`config.mk`:
```
export PLATFORM = sky130hd
export DESIGN_NAME = lc3b_mem_arbiter
export DESIGN_NICKNAME = d
export VERILOG_FILES = /design/src/rtl/lc3b_mem_arbiter.sv
export SDC_FILE = /design/constraint.sdc
export NUM_CORES = 1
export LEC_CHECK = 0
export BUFFER_PORTS_ARGS = -buffer_cell sky130_fd_sc_hd__buf_4
export CAP_MARGIN = 20
export CELL_PAD_IN_SITES_DETAIL_PLACEMENT = 0
export CELL_PAD_IN_SITES_GLOBAL_PLACEMENT = 1
export CORE_AREA = 3 3 283 285
export DETAILED_ROUTE_END_ITERATION = 10
export DIE_AREA = 0 0 286 288
export GPL_TIMING_DRIVEN = 0
export PLACE_DENSITY = 0.48
export SYNTH_ARGS = -nofsm -noshare
export SYNTH_HDL_FRONTEND = slang
export SYNTH_SLANG_ARGS = --single-unit
```
`constraint.sdc`:
```
create_clock -name clk -period 3.2 [get_ports clk]
set_clock_uncertainty 0.2 [all_clocks]
set_input_delay 0.64 -clock clk [delete_from_list [all_inputs] [get_ports clk]]
set_output_delay 0.64 -clock clk [all_outputs]
set_load 0.1 [all_outputs]
```
`src/rtl/lc3b_mem_arbiter.sv`:
```
`default_nettype none
// ============================================================================
// Module      : lc3b_mem_arbiter
// Description : Shares the single physical memory port between the I-cache
//               and D-cache miss paths. One cache is granted per transaction
//               (round-robin on simultaneous requests). The address, write
//               data and read/write direction are latched for the whole
//               transaction. The memory response is routed only to the
//               granted cache. Per-port saturating counters record the
//               number of completed transactions.
// Ports       : clk, reset_n              clock, async active-low reset
//               i_read/i_address          I-cache line read request
//               i_resp/i_rdata            I-cache completion and line data
//               d_read/d_write/d_address  D-cache line read/write-back request
//               d_wdata                   D-cache write-back line
//               d_resp/d_rdata            D-cache completion and line data
//               pmem_*                    physical memory port
//               i_count/d_count           completed transactions per port
// Revision    : 1.0  initial release
// ============================================================================
module lc3b_mem_arbiter #(
    parameter int LINE_W = 128,
    parameter int ADDR_W = 16
) (
    input  logic              clk,
    input  logic              reset_n,
    // I-cache side
    input  logic              i_read,
    input  logic [ADDR_W-1:0] i_address,
    output logic              i_resp,
    output logic [LINE_W-1:0] i_rdata,
    // D-cache side
    input  logic              d_read,
    input  logic              d_write,
    input  logic [ADDR_W-1:0] d_address,
    input  logic [LINE_W-1:0] d_wdata,
    output logic              d_resp,
    output logic [LINE_W-1:0] d_rdata,
    // Physical memory side
    output logic              pmem_read,
    output logic              pmem_write,
    output logic [ADDR_W-1:0] pmem_address,
    output logic [LINE_W-1:0] pmem_wdata,
    input  logic [LINE_W-1:0] pmem_rdata,
    input  logic              pmem_resp,
    // Performance counters
    output logic [15:0]       i_count,
    output logic [15:0]       d_count
);

    typedef enum logic [1:0] {
        IDLE    = 2'd0,
        SERVE_I = 2'd1,
        SERVE_D = 2'd2
    } state_t;

    // Byte-offset bits inside one line; masked off the memory address.
    localparam logic [ADDR_W-1:0] OFFSET_MASK = ADDR_W'((LINE_W / 8) - 1);
    localparam logic [15:0]       COUNT_MAX   = 16'hFFFF;
    localparam logic              GRANT_I     = 1'b0;
    localparam logic              GRANT_D     = 1'b1;

    state_t              state;
    logic                last_grant;
    logic [ADDR_W-1:0]   addr_q;
    logic [LINE_W-1:0]   wdata_q;
    logic                is_write_q;

    logic                i_pend;
    logic                d_pend;
    logic                grant_d;

    assign i_pend  = i_read;
    assign d_pend  = d_read | d_write;
    // D wins when it is alone, or on a tie when I had the previous grant.
    assign grant_d = d_pend & (~i_pend | (last_grant == GRANT_I));

    always_ff @(posedge clk or negedge reset_n) begin
        if (!reset_n) begin
            state      <= IDLE;
            last_grant <= GRANT_I;
            addr_q     <= '0;
            wdata_q    <= '0;
            is_write_q <= 1'b0;
            i_count    <= '0;
            d_count    <= '0;
        end else begin
            case (state)
                IDLE: begin
                    if (grant_d) begin
                        state      <= SERVE_D;
                        last_grant <= GRANT_D;
                        addr_q     <= d_address;
                        wdata_q    <= d_wdata;
                        // A simultaneous read+write becomes a write; the read
                        // must be requested again afterwards.
                        is_write_q <= d_write;
                    end else if (i_pend) begin
                        state      <= SERVE_I;
                        last_grant <= GRANT_I;
                        addr_q     <= i_address;
                        is_write_q <= 1'b0;
                    end
                end
                SERVE_I: begin
                    if (pmem_resp) begin
                        state <= IDLE;
                        if (i_count != COUNT_MAX) begin
                            i_count <= i_count + 16'd1;
                        end
                    end
                end
                SERVE_D: begin
                    if (pmem_resp) begin
                        state <= IDLE;
                        if (d_count != COUNT_MAX) begin
                            d_count <= d_count + 16'd1;
                        end
                    end
                end
                default: begin
                    state <= IDLE;
                end
            endcase
        end
    end

    // Memory strobes depend only on registered state, so an asynchronous
    // reset removes them immediately.
    assign pmem_read    = (state == SERVE_I) | ((state == SERVE_D) & ~is_write_q);
    assign pmem_write   = (state == SERVE_D) & is_write_q;
    assign pmem_address = addr_q & ~OFFSET_MASK;
    assign pmem_wdata   = wdata_q;

    assign i_resp  = (state == SERVE_I) & pmem_resp;
    assign d_resp  = (state == SERVE_D) & pmem_resp;
    assign i_rdata = pmem_rdata;
    assign d_rdata = pmem_rdata;

endmodule
`default_nettype wire
```
==> run metrics, run 1 <==
Post-DRT Antenna Nets=0; Clock Path Buffers=2; Hold EP=pmem_wdata[111]; largest net degree at the start of global routing=77; Post-CTS Hold Fix Bufs=1; Mapped Area=about 0.0090 sq mm; detailed placement HPWL=around 34,000 microns; synth warn=0; DRC Markers=0; Slew Limit Headroom=between 40 and 50%; clk sinks=about 180; grt ovf=0; Worst R2R Start=state[0]; DR vias=7,591; CTS tree=yes; Worst EP arrival=1830 ps; origin of the worst min-delay path=d_wdata[111]; Async SR Flop Fraction=100%; Avg WL per Cell=17.0 microns; hold crit path type=in -> reg; Post-Place Cells=~2,400; Sequential Area=roughly 0.0044 sq mm; via/cell ratio=about 3.1; Max Fclk=roughly 0.37 GHz; detailed-router iteration count before antenna repair=4; Seq/Total Area, Yosys=48.7%; most used cell, CP=inv_1; I/O Pins=between 700 and 800; nets@finish=roughly 1,700; CP max-delay cell=dfrtp_1; initial DRC count=approximately 190; max cap viols=0; Non-Filler Instances=around 2,400; Filler Cells Inserted=around 8,600; Startpoint Class=flip-flop; Routability Congestion=roughly 0.73; Core Region=approximately 0.078 sq mm; Post-synth EDFFs=0; FP Rows=around 100; share of post-route cells with drive strength above 1=75.0%; Largest stage delay, worst path=just over 400 ps; R2R Setup Slk=between 600 and 700 ps; syn avg cell area=roughly 12 sq um; Mapped Cells=between 700 and 800; Die Y=around 290 microns; final WL=~41,000 microns; multi-input logic area=around 0.0026 sq mm; post-route minimum period=roughly 2700 ps; Netlist cell types=43; top_reg_cell synth=dfrtp_1; vias in the first global route=between 7,000 and 8,000; Fin Setup TNS=0 ps; RSZ-0062 raised after global routing=false; fin util=19.9%; GRT Total Usage=under 10%; #FFs+latches synth=approximately 180; post-synth top area cell=dfrtp_1; hold path depth=2; CP required=approximately 2400 ps; initial antenna violation count=11; Clock transition at path regs=about 80 ps; Initial Util=around an eighth; Commonest cells post-synth=270 x buf_4, 176 x dfrtp_1, 130 x mux2_2, 26 x nand2_1, 21 x xor2_1; R2R Path End=pmem_wdata[98]; CTS H-tree lvls=4; Final setup viols=0; Worst setup EP type=primary output; port bufs=589; Setup CP Type=reg -> out; count leader, synth=buf_4; worst-skew pair later-pin latency=around 470 ps; Die Width=between 200 and 300 microns; R2R cell count=7; critical path peak fanout=9; CTS Root Buffer Type=clkbuf_16; Layout area overhead=70.4%; status=finished, final reports clean; first-pass GRT wire length=approximately 56,000 microns; total CTS buffers=17; synth top area cells=dfrtp_1 49%, buf_4 22%, mux2_2 16%; Die ar.=~0.082 sq mm; Gates resized, CTS repair=0; Synth top area share=approximately 49%; Max Transition Viols Final=0; worst-path cell chain=inv_1 -> ha_1 -> nand2_1 -> inv_1 -> buf_4; period utilisation layout=between 80% and 90%; setup bufs post-CTS=0; Worst Tran Pin Value=810 ps; final hold vios=0
## critical path, delay by kind of cell, from the launching register on
kind / cells / cell delay [ps]
adders and majority gates: 1 / 210
buffers and inverters: 3 / 500
and+or+nand+nor: 1 / 230
DFF: 1 / 410
## per-layer routing
layer / GRT usage [%] / share of wire (%) / vias to the layer above
met1: 10.1 / 37 / 3656
met3: 5.14 / 11 / 36
met2: 16.4 / 50 / 387
met4: 2.92 / 1.5 / 10
li1: - / - / 3502
met5: 0 / 0.14 / -
## cells by family (layout without fill, tap and decap cells)
logic type,count (synthesis),after routing,share of synthesized area [%]
and+or+nand+nor,87,87,5.25
buffers and inverters,286,909,23.1
AOI/OAI and AO/OA,30,30,2.12
other,1,8,0.0414
muxes,143,143,17.7
DFF,176,176,48.7
xor gates and xnor gates,25,25,2.42
adders and majority gates,5,5,0.691
## worst max path at each step
| stage | depth (start not counted) | slack [ps] | from | endpoint |
|---|---|---|---|---|
| 2_1_floorplan | 5 | 630 | d_count[0] | d_count[1] |
| 3_3_place_gp | 1 | -180 | reset_n | pmem_wdata[75] |
| 3_5_place_dp | 8 | 130 | i_read | pmem_wdata[105] |
| 4_1_cts | 5 | 420 | state[0] | d_resp |
| 5_1_grt | 5 | 310 | state[1] | i_resp |
| 6_report | 5 | 530 | state[1] | i_resp |
## area by class of cell
type                            count  area share, %
Inverter                            6          0.146
Clock inverter                     13          0.835
Tap cell                         1040           8.44
Multi-Input combinational cell    294           16.6
Clock buffer                       18           2.78
Sequential cell                   176           28.6
Timing Repair Buffer              592           29.1
Antenna cell                        4         0.0649
Buffer                            280           13.4
## state kept, by name, indices dropped and copies added, names as in the netlist
signal	count
pmem_wdata	128
d_count	16
i_count	16
addr_q	12
state	2
is_write_q	1
last_grant	1
## placed cells by master, fill, tap and decap left out, types with 3 or more instances in the layout
cell / synthesis / layout
nand4_1: 6 / 6
nor3_1: 12 / 12
nor2_1: 7 / 7
buf_4: 270 / 858
xor2_1: 21 / 21
clkinvlp_4: 0 / 4
nor4_1: 8 / 8
nand3_1: 9 / 9
clkbuf_16: 0 / 17
xnor2_1: 4 / 4
mux2_2: 130 / 130
conb_1: 1 / 4
diode_2: 0 / 4
mux2i_1: 12 / 12
o21ai_0: 14 / 14
nand2_1: 26 / 26
a21o_1: 3 / 3
inv_1: 6 / 6
clkbuf_1: 4 / 5
buf_2: 6 / 6
dfrtp_1: 176 / 176
ha_1: 5 / 5
inv_6: 0 / 4
a22o_1: 3 / 3
## metrics by stage
stage,setup slack [ps],cell area (sq um),hold WS [ps]
final,527,15400,187
after global routing,312,15400,132
after CTS,418,15400,110
after detailed placement,131,14800,273
after global placement,-181,14800,267
after floorplan,630,9060,144
Power of run 1 is left out: the tool's default activity adds up to more than one toggle a clock period on the data nets, which glitch-free logic cannot reach.
==> inputs of run 2 (changes only) <==
- ABC_AREA: unset -> 1
- CORE_AREA: 3 3 283 285 -> 3 3 286 288
- DIE_AREA: 0 0 286 288 -> 0 0 289 291
- PLACE_DENSITY: 0.48 -> 0.52
- clock period: 3.2 -> 2.3 ns (I/O delays scaled with it)
==> run 2 against run 1 <==
Register-to-register slack lost 420 ps. Via count grew 33%. Flip-flop and latch count is the same. Area after synthesis grew 8.0%. Critical path depth is the same. Synthesized cell count grew 61%. First-iteration DRC count grew 82%. Routed wire length grew 4.0%. Worst setup slack lost 400 ps. Core utilization grew 2.2 points. Non-clock buffer count grew 153. Sequential share of layout area shrank 3.4 points.
==> run metrics, run 2 <==
status=finished, final reports clean; clk sinks=approximately 180; period utilisation layout=between 90% and 100%; Peak VDD IR=1.75 mV; first-pass GRT wire length=~64,000 microns; Commonest cells post-synth=435 x nand2_1, 263 x buf_4, 176 x dfrtp_1, 147 x nand3_1, 42 x inv_1; Post-DRT Antenna Nets=0; initial antenna violation count=2; Final setup viols=0; vias in the first global route=roughly 11,000; detailed placement HPWL=between 30,000 and 40,000 microns; Mapped Cells=1,209; Core Region=a little under 0.08 sq mm; Die Width=~290 microns; post-synthesis mux area share=0%; Placement Setup Slack=-574 ps; Post-Place Cells=2,852; combinational family with the most area after synthesis=simple AND/OR/NAND/NOR gates; initial DRC count=about 350; largest net degree at the start of global routing=100; Worst setup EP type=primary output; Avg WL per Cell=14.2 microns; CP required=roughly 1600 ps; critical path peak fanout=3; FP Rows=about 100; total CTS buffers=17; Die Y=roughly 290 microns; Synth top area share=a little under half; Max Transition Viols Final=0; Seq/Total Area, Yosys=a little under half; number of flip-flops in the largest register=between 100 and 150; synth top area cells=dfrtp_1 45%, buf_4 20%, nand2_1 17%; Async SR Flop Fraction=100%; Mapped Area=0.00977 sq mm; P per Cell Area=1560 mW/mm^2; post-route minimum period=roughly 2200 ps; top_reg_cell synth=dfrtp_1; grt ovf=0; worst-skew pair later-pin latency=roughly 480 ps; final WL=~43,000 microns; CTS H-tree lvls=4; Worst Tran Pin Value=between 700 and 800 ps; Netlist cell types=30; DR vias=~10,000; Total Power=~0.027 W; Max Fclk=around 0.46 GHz; Synth Area in Compound Gates=roughly 1.6%; Lkg Pwr=a little over 9 nW; Routability Congestion=between 0.7 and 0.8; post-synthesis adder-cell area fraction=less than 1%; GRT Total Usage=under 10%; CTS tree=yes; final hold vios=0; Clock Path Buffers=2; RSZ-0062 raised after global routing=false; nets@finish=approximately 2,200; share of post-route cells with drive strength above 1=between 40% and 50%; via/cell ratio=~3.4; Clock transition at path regs=approximately 80 ps; synth warn=0; count leader, synth=nand2_1; Die ar.=about 0.084 sq mm; post-synth top area cell=dfrtp_1; #FFs+latches synth=176; Startpoint Class=flip-flop; port bufs=589; Initial Util=between 10 and 15%; hold crit path type=in -> reg; syn avg cell area=~8 sq um; Slew Limit Headroom=a little over half; Post-synth EDFFs=0; Non-Filler Instances=3,009; fin util=between 20 and 25%; Worst EP arrival=between 1500 and 2000 ps; I/O Pins=between 700 and 800; max cap viols=0; CTS Root Buffer Type=clkbuf_16; DRC Markers=0; Fin Setup TNS=0 ps; n_diodes=0; most common library cell in the layout ignoring fill and taps=buf_4; xor and xnor area share after synthesis=about 1.2%; final worst slack=between 100 and 150 ps; commonest non-fill, non-tap cells in the layout=852 x buf_4, 434 x nand2_1, 172 x dfrtp_1; simple-gate portion of the synthesized area=approximately 27%; detailed-router iteration count before antenna repair=4; Setup CP Type=reg -> out; Layout area overhead=79.1%
run 2: cell types whose count changed in the layout (fill, tap and decap cells not counted), moves of 7 or more:
cell / delta
o21ai_0: +7
mux2_2: -130
mux2i_1: -12
nor2_1: +19
dlygate4sd3_1: +123
nor4_1: -8
xor2_1: -17
buf_2: +20
inv_1: +33
nand2_1: +408
nand3_1: +138
nor3_1: -12
run 2: area by class of cell:
type | count | area, sq um
buffer | 309 | 2220
clock buffer | 17 | 425
clock inverter | 15 | 189
fill | 8858 | 61600
inverter | 45 | 171
multi-input combinational | 681 | 3010
sequential | 176 | 4410
tap | 1050 | 1310
timing repair buffer | 716 | 5760
run 2: cells by family after synthesis:
group | count (synthesis)
AOI/OAI and AO/OA | 27
xor gates and xnor gates | 13
adders and majority gates | 5
buffers and inverters | 355
DFF | 176
other | 1
and+or+nand+nor | 632
run 2: path summary, 6_finish.rpt:
path	startpoint	to	slack, ps	depth (start not counted)
worst min-delay path	d_wdata[28]	pmem_wdata[28]	50	3
worst max register to register	state[1]	pmem_wdata[46]	210	7
min in group asynchronous	reset_n	pmem_wdata[17]	310	2
worst min register to register	pmem_wdata[11]	pmem_wdata[11]	270	2
max in group asynchronous	reset_n	pmem_wdata[79]	510	3
worst max-delay path	state[0]	pmem_write	130	5
run 2: metal layers:
metal / GRT usage (%) / up-vias / part of all wire, %
met1: 11.5 / 4729 / 40
met4: 2.63 / 2 / 1.5
met5: 0 / - / 0.026
met2: 17.4 / 331 / 51
met3: 3.47 / 39 / 7.2
li1: - / 4980 / -
run 2: stage by stage:
| step | instance area, sq um | hold slack (ps) |
|---|---|---|
| after floorplan | 9790 | -35.6 |
| after global placement | 15500 | 257 |
| after detailed placement | 15600 | 260 |
| after CTS | 17500 | 0.450 |
| after global routing | 17500 | 3.13 |
| final | 17500 | 53.1 |
run 2: where the power goes:
group          total [W]  switching, W  leakage (nW)  internal [W]
Sequential       0.00526      0.000826          2.21       0.00443
Combinational     0.0190        0.0152          6.75       0.00380
Clock            0.00312       0.00164         0.296       0.00148
run 2: what timing repair did:
| action | in CTS | in global routing |
|---|---|---|
| gates resized for setup | 17 | 9 |
| pin swaps | 0 | 1 |
| hold endpoints to repair | 200 | 0 |
| cloned | 0 | 0 |
| endpoints found under the setup margin | 53 | 30 |
| hold buffers | 124 | 0 |
| setup buffers | 1 | 1 |
run 2: worst max-delay path, cell delays in order, from the launching register on:
cell	delay, ps
dfrtp_1	410
inv_2	70
ha_2	200
nand2_1	60
inv_1	80
buf_8	200
(Power assumes the default switching activity.)
==> inputs of run 3 (changes only) <==
- BUFFER_PORTS_ARGS: -buffer_cell sky130_fd_sc_hd__buf_4 -> unset
- CORE_AREA: 3 3 286 288 -> 3 3 282 284
- DIE_AREA: 0 0 289 291 -> 0 0 285 287
- DONT_BUFFER_PORTS: unset -> 1
- PLACE_DENSITY: 0.52 -> 0.41
==> run 3 against run 2 <==
The flow now finishes with violations (negative hold slack, negative setup slack). Via count down 19%. Worst hold slack worse by 570 ps. Count of clock-buffer cells in the layout unchanged. Non-clock buffer count down 557. First-iteration DRC count up 4.0%. Design area down 24%. Critical path depth down 1. Core utilization down 4.8 points. Flip-flop and latch count unchanged. Die area down 2.7%. Global-route usage down 0.65 points. Final cell count down 19%.
==> run metrics, run 3 (same netlist as run 2, synthesis figures left out) <==
status=finished, violations left; violated checks=negative hold slack, negative setup slack; Max Transition Viols Final=0; R2R Path End=i_count[14]; detailed-router iteration count before antenna repair=5; FP Rows=~100; DRT met1 WL=around 16,000 microns; GRT Total Usage=around 9.3%; grt ovf=0; commonest non-fill, non-tap cells in the layout=431 x nand2_1, 268 x buf_4, 154 x dlygate4sd3_1; Slew Limit Headroom=a little under a third; metal3 WL=2910 microns; Worst R2R Start=state[1]; Initial Util=~13%; vias in the first global route=8,236; Core Region=a little under 0.08 sq mm; CP required=around 1600 ps; final WL=~40,000 microns; total CTS buffers=17; worst-skew pair later-pin latency=490 ps; Post-DRT Antenna Nets=0; RSZ-0062 raised after global routing=true; max cap viols=0; Die ar.=0.0818 sq mm; Max Fclk=between 0.4 and 0.5 GHz; top sig layer=met4; nets@finish=around 1,700; Worst setup EP type=primary output; DR vias=approximately 8,200; share of post-route cells with drive strength above 1=around 28%; Filler Cells Inserted=~9,000; port bufs=0; CTS H-tree lvls=4; detailed placement HPWL=31,100 microns; Routability Congestion=0.732; largest net degree at the start of global routing=177; Final setup viols=4; period utilisation layout=104%; Layout area overhead=37.0%; Die Y=287 microns; R2R cell count=9; first-pass GRT wire length=roughly 56,000 microns; Die Width=between 200 and 300 microns; DR WL met2=between 15,000 and 20,000 microns; critical path peak fanout=3; I/O Pins=between 700 and 800; final hold vios=~180; CTS Root Buffer Type=clkbuf_16; Non-Filler Instances=roughly 2,400; Clock Path Buffers=2; Post-CTS Hold Fix Bufs=154; post-route minimum period=between 2000 and 2500 ps; CTS tree=yes; DRC Markers=0; R2R Setup Slk=30 ps; most common library cell in the layout ignoring fill and taps=nand2_1; Startpoint Class=flip-flop; hold crit path type=in -> async; via/cell ratio=approximately 3.3; final worst slack=-83.4 ps; Placement Setup Slack=-338 ps; initial DRC count=approximately 370; worst hold margin=-516 ps; Setup CP Type=reg -> out; Worst EP arrival=1720 ps; Avg WL per Cell=between 15 and 20 microns; Worst Tran Pin Value=approximately 1000 ps; Post-Place Cells=about 2,300; Fin Setup TNS=-188 ps; initial antenna violation count=3; clk sinks=~180; number of flip-flops in the largest register=between 100 and 150; Clock transition at path regs=80 ps
==> run 3: cell types whose count changed in the layout (fill, tap and decap cells not counted), sizes merged <==
cell         delta
clkbuf          +1
buf           -588
dlygate4sd3    +30
diode           +3
clkinv          -4
clkinvlp        +4
==> run 3: area by class of cell <==
type                    instances  area [sq um]  share of cell area, %
flip-flops and latches        176          4450                   33.3
multi-input cells             681          3040                   22.7
plain buffers                 309          2230                   16.6
repair buffers                159          1590                   11.9
well taps                    1040          1300                   9.72
clock buffers                  17           425                   3.18
inverters                      45           183                   1.36
clock inverters                15           163                   1.22
diodes                          3          7.51                 0.0561
==> run 3: how the worst max path moves through the flow <==
stage                           from        endpoint  slack, ps  cells past startpoint
after detailed placement    state[0]  pmem_wdata[93]       -340                      7
final                       state[1]          i_resp        -80                      4
after floorplan           d_count[2]     d_count[13]        100                      7
after global routing        state[1]          i_resp       -180                      4
after global placement      state[0]  pmem_wdata[93]       -370                      7
after CTS                   state[0]          d_resp       -180                      4
==> run 3: stage by stage <==
step           instance area, sq um  util (%)  hold WS [ps]
5_1_grt                       13400      17.3          -578
3_5_place_dp                  11100      14.4         -18.9
4_1_cts                       13300      17.2          -589
6_report                      13400      17.3          -516
2_1_floorplan                  9790         -         -35.6
3_3_place_gp                  11100      14.3         -20.5
==> run 3: per-layer routing <==
| metal | vias up | track usage [%] |
|---|---|---|
| met5 | - | 0 |
| met2 | 320 | 15.1 |
| met3 | 25 | 2.98 |
| met1 | 3937 | 11.6 |
| met4 | 0 | 3.13 |
| li1 | 3880 | - |
==> run 3: what timing repair did <==
action	4_1_cts	5_1_grt
gates resized for setup	41	18
setup endpoints to repair	129	66
endpoints found under the hold margin	318	176
buffers inserted	1	3
pin swaps	2	2
==> run 3: critical path: stages (launching register included) <==
cell and delay, ps:
dfrtp_1 430, inv_2 60, ha_2 190, nand2_2 80, clkinvlp_4 480
Power of run 3 is left out for the same reason.
